==> config.mk <==
export PLATFORM = sky130hd
export DESIGN_NAME = pwm_fade_controller
export DESIGN_NICKNAME = d
export VERILOG_FILES = /design/src/rtl/pwm_ctrl_pkg.sv /design/src/rtl/pwm_fade_channel.sv /design/src/rtl/pwm_fade_controller.sv
export SDC_FILE = /design/constraint.sdc
export NUM_CORES = 1
export LEC_CHECK = 0
export BUFFER_PORTS_ARGS = -buffer_cell sky130_fd_sc_hd__buf_2
export CAP_MARGIN = 20
export CORE_AREA = 3 3 104 106
export DETAILED_ROUTE_END_ITERATION = 10
export DIE_AREA = 0 0 107 109
export PLACE_DENSITY = 0.74
export SYNTH_ARGS = -nofsm -noshare
export SYNTH_HDL_FRONTEND = slang
export SYNTH_SLANG_ARGS = --single-unit
==> constraint.sdc <==
create_clock -name clk -period 9.1 [get_ports clk]
set_input_delay 0.91 -clock clk [delete_from_list [all_inputs] [get_ports clk]]
set_output_delay 0.91 -clock clk [all_outputs]
set_load 0.005 [all_outputs]
==> src/rtl/pwm_ctrl_pkg.sv <==
// Shared types and constants for the PWM fade controller and its channel sequencers.
// The optional fade_done output is enabled by defining PWM_FADE_DONE_EN.
package pwm_ctrl_pkg;

    localparam int FADE_STATE_W = 2;

    typedef enum logic [FADE_STATE_W-1:0] {
        FADE_IDLE = 2'd0,
        FADE_UP   = 2'd1,
        FADE_DOWN = 2'd2
    } fade_state_e;

    // Reset period length is all ones; slice to the pwm_module bit width at the use site.
    localparam logic [31:0] PWM_MAX_RESET = 32'hFFFF_FFFF;

endpackage

==> src/rtl/pwm_fade_channel.sv <==
// One fade sequencer: FSM, step prescaler and duty/target registers for a single PWM channel.
// With PWM_FADE_DONE_EN defined, a one-cycle fade_done pulse marks completion.
module pwm_fade_channel
    import pwm_ctrl_pkg::*;
#(
    parameter int BIT_WIDTH = 3,
    parameter int RATE_W    = 8
) (
    input  logic                 clk,
    input  logic                 rst_n,
    input  logic                 wrap,
    input  logic                 apply,
    input  logic [BIT_WIDTH-1:0] new_max,
    input  logic                 cmd_valid,
    input  logic [BIT_WIDTH-1:0] cmd_target,
    input  logic [RATE_W-1:0]    cmd_rate,
    output logic [BIT_WIDTH-1:0] duty,
    output logic                 busy
`ifdef PWM_FADE_DONE_EN
    ,
    output logic                 fade_done
`endif
);

    fade_state_e          state_q, state_d;
    logic [BIT_WIDTH-1:0] duty_q, duty_d;
    logic [BIT_WIDTH-1:0] target_q, target_d;
    logic [RATE_W-1:0]    presc_q, presc_d;
    logic [RATE_W-1:0]    rate_q, rate_d;

    always_comb begin
        // NOTE: every output of this block gets a default first so no path leaves it unassigned (no latch).
        state_d  = state_q;
        duty_d   = duty_q;
        target_d = target_q;
        presc_d  = presc_q;
        rate_d   = rate_q;
        if (cmd_valid) begin
            // A new command overrides any step due on this edge and retargets from the current duty.
            target_d = cmd_target;
            rate_d   = cmd_rate;
            presc_d  = '0;
            if (cmd_target > duty_q) begin
                state_d = FADE_UP;
            end else if (cmd_target < duty_q) begin
                state_d = FADE_DOWN;
            end else begin
                state_d = FADE_IDLE;
            end
        end else begin
            if (wrap && state_q != FADE_IDLE) begin
                if (presc_q == '0) begin
                    duty_d  = (state_q == FADE_UP) ? duty_q + 1'b1 : duty_q - 1'b1;
                    presc_d = rate_q;
                    if (duty_d == target_q) begin
                        state_d = FADE_IDLE;
                    end
                end else begin
                    presc_d = presc_q - 1'b1;
                end
            end
            if (apply) begin
                if (duty_d > new_max) begin
                    duty_d = new_max;
                end
                if (target_d > new_max) begin
                    target_d = new_max;
                end
                if (duty_d == target_d) begin
                    state_d = FADE_IDLE;
                end
            end
        end
    end

    // NOTE: sequential state uses non-blocking assignments so all flops update from pre-edge values.
    always_ff @(posedge clk or negedge rst_n) begin
        if (!rst_n) begin
            state_q  <= FADE_IDLE;
            duty_q   <= '0;
            target_q <= '0;
            presc_q  <= '0;
            rate_q   <= '0;
        end else begin
            state_q  <= state_d;
            duty_q   <= duty_d;
            target_q <= target_d;
            presc_q  <= presc_d;
            rate_q   <= rate_d;
        end
    end

    assign duty = duty_q;
    assign busy = (state_q != FADE_IDLE);

`ifdef PWM_FADE_DONE_EN
    logic fade_done_q, fade_done_d;

    always_comb begin
        fade_done_d = ((state_q != FADE_IDLE) && (state_d == FADE_IDLE)) ||
                      (cmd_valid && (cmd_target == duty_q));
    end

    always_ff @(posedge clk or negedge rst_n) begin
        if (!rst_n) begin
            fade_done_q <= 1'b0;
        end else begin
            fade_done_q <= fade_done_d;
        end
    end

    assign fade_done = fade_done_q;
`endif

endmodule

==> src/rtl/pwm_fade_controller.sv <==
// Drives duty/max_value of a bank of pwm_module instances, fading duties glitch-free on period wrap.
// Define PWM_FADE_DONE_EN to add the per-channel fade_done pulse output.
module pwm_fade_controller
    import pwm_ctrl_pkg::*;
#(
    parameter int CHANNELS  = 3,
    parameter int BIT_WIDTH = 3,
    parameter int RATE_W    = 8,
    localparam int CHAN_W   = (CHANNELS > 1) ? $clog2(CHANNELS) : 1
) (
    input  logic                          clk,
    input  logic                          rst_n,
    input  logic [BIT_WIDTH-1:0]          pwm_counter,
    input  logic                          cfg_valid,
    output logic                          cfg_ready,
    input  logic [CHAN_W-1:0]             cfg_chan,
    input  logic [BIT_WIDTH-1:0]          cfg_target,
    input  logic [RATE_W-1:0]             cfg_rate,
    input  logic                          cfg_max_wr,
    input  logic [BIT_WIDTH-1:0]          cfg_max,
    output logic [BIT_WIDTH-1:0]          max_value,
    output logic [CHANNELS*BIT_WIDTH-1:0] duty_out,
    output logic [CHANNELS-1:0]           busy
`ifdef PWM_FADE_DONE_EN
    ,
    output logic [CHANNELS-1:0]           fade_done
`endif
);

    logic [BIT_WIDTH-1:0] max_value_q, max_value_d;
    logic [BIT_WIDTH-1:0] shadow_q, shadow_d;
    logic                 pending_q, pending_d;
    logic                 cfg_ready_q, cfg_ready_d;
    logic                 wrap;
    logic                 apply;
    logic                 accept;
    logic [BIT_WIDTH-1:0] target_clamped;

    assign wrap   = (pwm_counter == max_value_q);
    assign apply  = wrap && pending_q;
    assign accept = cfg_valid && cfg_ready_q;
    // Clamp against the max currently in force, even if a new max is written this cycle.
    assign target_clamped = (cfg_target > max_value_q) ? max_value_q : cfg_target;

    always_comb begin
        max_value_d = max_value_q;
        shadow_d    = shadow_q;
        pending_d   = pending_q;
        if (apply) begin
            max_value_d = shadow_q;
            pending_d   = 1'b0;
        end
        if (cfg_max_wr) begin
            shadow_d  = cfg_max;
            pending_d = 1'b1;
        end
        // Ready stays low from the max write until one edge after the new max is applied.
        cfg_ready_d = !pending_q && !cfg_max_wr;
    end

    always_ff @(posedge clk or negedge rst_n) begin
        if (!rst_n) begin
            max_value_q <= PWM_MAX_RESET[BIT_WIDTH-1:0];
            shadow_q    <= '0;
            pending_q   <= 1'b0;
            cfg_ready_q <= 1'b0;
        end else begin
            max_value_q <= max_value_d;
            shadow_q    <= shadow_d;
            pending_q   <= pending_d;
            cfg_ready_q <= cfg_ready_d;
        end
    end

    assign cfg_ready = cfg_ready_q;
    assign max_value = max_value_q;

    for (genvar i = 0; i < CHANNELS; i++) begin : g_chan
        pwm_fade_channel #(
            .BIT_WIDTH(BIT_WIDTH),
            .RATE_W   (RATE_W)
        ) u_chan (
            .clk       (clk),
            .rst_n     (rst_n),
            .wrap      (wrap),
            .apply     (apply),
            .new_max   (shadow_q),
            .cmd_valid (accept && (cfg_chan == CHAN_W'(i))),
            .cmd_target(target_clamped),
            .cmd_rate  (cfg_rate),
            .duty      (duty_out[i*BIT_WIDTH +: BIT_WIDTH]),
            .busy      (busy[i])
`ifdef PWM_FADE_DONE_EN
            ,
            .fade_done (fade_done[i])
`endif
        );
    end

endmodule

==> impl_metrics.yaml <==
routing:
  wl_um: 14000
  via_count: 4882
  post_drt_wl_per_cell_um: 17.1
  wl_met3_um: 908
  drt_first_pass_iters: 5
  met1_length_um: 6220
  drcViolationCount: 0
  drt_iter0_drc: 278
  vias_per_cell: 5.97
  routed.top_layer: "met4"
  drtAntennaViolNets: 0
  wl_met2_um: 6640
cells_and_area:
  fillers: 909
  drive_gt1_frac: 0.128
  layoutNonFillerInstCount: 818
  syn2layout_area_growth_pct: 9.12
  fin_nets: 739
  antennaDiodeCount: 0
  final_common_cell: "nand2_1"
  layout_common_cells: "nand2_1, dfrtp_1, nor2_1"
power:
  swShare: 0.469
  power.density_nw_per_um2: 352
  intPower_mw: 1.11
  p_comb_frac: 0.566
  p_sw_uw: 984
  ir_drop_mv: 0.160
  seq_power_share: 0.311
  p_leak_nw: 2.79
  clock_power_share: 0.122
yosys:
  syn_nets: 710
  yosysUniqueCellTypes: 69
  synth-seq-cells: 80
  synthAdderAreaFrac: 0.0866
  synth-simple-area-share: 0.214
  yosys-mux-area-fraction: 0.0538
  synth_seq_area_share: 0.367
  syn_inst: 651
  synth_xor_area_frac: 0.0506
  synthArstFlopShare: 1.00
  synth_top_family_by_area: "simple AND/OR/NAND/NOR gates"
  syn_area_um2: 5460
  syn_area_per_cell_um2: 8.39
  synth_compound_area_frac: 0.180
  synth_edf_count: 0
  yosysWarnings: 0
  synth_flop_cell: "dfrtp_1"
setup_path:
  cp_cell_sequence: "buf_2 > xnor2_1 > nand4_1 > o21ai_2 > o21a_4 > inv_2 > ha_1 > nor2b_1 > o21ai_0 > a32o_1 > nand2_1 > o221ai_1 > o21ai_0 > a2111oi_2 > o21ai_1"
  timing.rr.start: "g_chan[1].u_chan.presc_q[3]$_DFFE_PN0P_"
  crit_path_max_fanout: 14
  slowest_delay_ps: 620
  critPathCapture: "g_chan[2].u_chan.state_q[1]$_DFF_PN0_"
  startpoint_type: "input pin"
  critPathMostFrequentCell: "o21ai_0"
  r2r_cells: 13
  reg2reg_to: "g_chan[1].u_chan.state_q[0]$_DFF_PN0_"
  crit_arrival_ps: 4550
  r2r_setup_slack_ps: 4890
  criticalPathCategory: "input pin to flip-flop"
  worst_ep_required_time_ps: 9350
  crit_path_end_kind: "flip-flop"
  critPathSlowestCell: "nand4_1"
  cp-startpoint: "pwm_counter[0]"
sta:
  maxSlewViolCount: 0
  clock_skew_ps: 12.5
  setup_viol: 0
  tightest_slew_ps: 927
  fin_crit_sh: 0.473
  hold_viol: 0
  slew_headroom: 0.379
  min_period_ps: 4300
  fin_ws_ps: 4800
  setup_tns_ps: 0
  grt_setup_unrepaired: "no"
  max_freq_mhz: 233
clock_network:
  clock-root-buffer: "clkbuf_8"
  cts_tree: "yes"
  cts_max_path_buffers: 2
  numCtsBuffers: 9
  cts_resized: 0
  cts.htree.levels: 3
  cts_sinks: 80
  clk_latency_ps: 370
  cts_setup_buffers: 0
  clk_pin_slew_ps: 100
  cts-hold-fix-buffers: 0
floorplan:
  initial_core_util: 0.554
  core-area_um2: 9860
  dieWidth_um: 107
  ios: 39
  fp-row-count: 36
  die-area_um2: 11700
  die_y_um: 109
placed_design:
  gp_congestion: 0.902
  hpwl_um: 10300
  place_inst: 800
  dp_worst_setup_slack_ps: 4520
  io_buffers: 38
grt:
  grt_overflow: 0
  antenna_found_initial: 0
  gr-usage-all-layers: 0.249
  grt_pass1_wl_um: 23000
  first_global_vias: 4648
  grt_max_degree: 81
job:
  maxCapViolCount: 0
status:
  status: "complete, no violations"
min_path:
  min_path_type: "input pin to async pin"
[layer usage]
layer	up-vias	GRT usage
met1	2356	0.338
met3	25	0.0474
met5	-	0
met4	0	0.0776
li1	2343	-
met2	158	0.407
[cell usage after synthesis, types with 3 or more instances]
cell	n	share of area
or2_2	4	0.0046
o21ai_0	50	0.046
nand4_1	4	0.0046
a21o_1	3	0.0041
or3_1	6	0.0069
nand2_1	106	0.073
inv_1	38	0.026
mux2_2	11	0.023
a21oi_1	42	0.038
clkbuf_1	17	0.012
and4_1	4	0.0064
nand3_1	19	0.017
mux2i_1	17	0.031
dfrtp_1	77	0.35
nor2b_1	11	0.013
xnor2_1	24	0.038
a221oi_1	3	0.0048
or4_1	5	0.0069
buf_4	3	0.0041
nor3_1	21	0.019
dfstp_2	3	0.014
fa_1	3	0.011
o21ai_1	7	0.0064
o22ai_1	4	0.0046
nand2b_1	4	0.0046
ha_1	33	0.076
nor2_1	60	0.041
a211oi_1	7	0.0096
and2_1	3	0.0034
xor2_1	5	0.0080
o21a_1	7	0.0096
[logic make-up (layout without fill, tap and decap cells)]
family	Yosys count	count (layout)
muxes	28	28
adders and majority gates	36	36
buffers and inverters	64	98
and+or+nand+nor	257	257
DFF	80	80
AOI/OAI and AO/OA	156	156
xor gates and xnor gates	30	30
[worst min path at each step]
stage                                                 from                                 endpoint  cells after the start
floorplan           g_chan[1].u_chan.rate_q[7]$_DFFE_PN0P_   g_chan[1].u_chan.rate_q[7]$_DFFE_PN0P_                      2
global placement    g_chan[1].u_chan.rate_q[5]$_DFFE_PN0P_   g_chan[1].u_chan.rate_q[5]$_DFFE_PN0P_                      2
detailed placement  g_chan[2].u_chan.rate_q[1]$_DFFE_PN0P_   g_chan[2].u_chan.rate_q[1]$_DFFE_PN0P_                      2
CTS                 g_chan[2].u_chan.rate_q[1]$_DFFE_PN0P_   g_chan[2].u_chan.rate_q[1]$_DFFE_PN0P_                      2
global route                                         rst_n  g_chan[1].u_chan.presc_q[0]$_DFFE_PN0P_                      1
finish                                               rst_n    g_chan[1].u_chan.state_q[0]$_DFF_PN0_                      1
[per-stage QoR]
stage                     hold WS, ps   util  power [mW]  instance area (um^2)
after floorplan                   445      -        1.55                  5460
after global placement            463  0.581        1.77                  5740
after detailed placement          464  0.581        1.83                  5740
after CTS                         486  0.600        2.09                  5920
after global routing              337  0.604        2.29                  5960
final                             341  0.604        2.10                  5960
[power by group through the flow]
stage | logic, mW | registers (mW) | clock network, mW
2_1_floorplan | 0.940 | 0.609 | 0
3_3_place_gp | 1.12 | 0.652 | 0
3_5_place_dp | 1.17 | 0.656 | 0
4_1_cts | 1.18 | 0.650 | 0.262
5_1_grt | 1.34 | 0.674 | 0.276
6_report | 1.19 | 0.654 | 0.257
[critical path: cells and delay by family]
family / cells / cell delay [ps]
buffers and inverters: 2 / 150
and+or+nand+nor: 3 / 890
adders and majority gates: 1 / 280
xor gates and xnor gates: 1 / 380
AOI/OAI and AO/OA: 8 / 1920
[sequential cells by signal, summed over array words and instances, names as in the netlist]
register and cells:
g_chan.u_chan.presc_q 24, g_chan.u_chan.rate_q 24, g_chan.u_chan.duty 9, g_chan.u_chan.target_q 9, g_chan.u_chan.state_q 6, max_value 3
shadow_q 3, cfg_ready 1, pending_q 1
[final cells by class]
cell class,instances,area [um^2],area share
Sequential cell,80,2010,0.336
Multi-Input combinational cell,507,3210,0.538
Inverter,40,150,0.0252
Timing Repair Buffer,42,246,0.0414
Clock inverter,6,48.8,0.00819
Tap cell,133,166,0.0279
Clock buffer,10,138,0.0231
No activity file was read; power rests on OpenSTA's default activity.
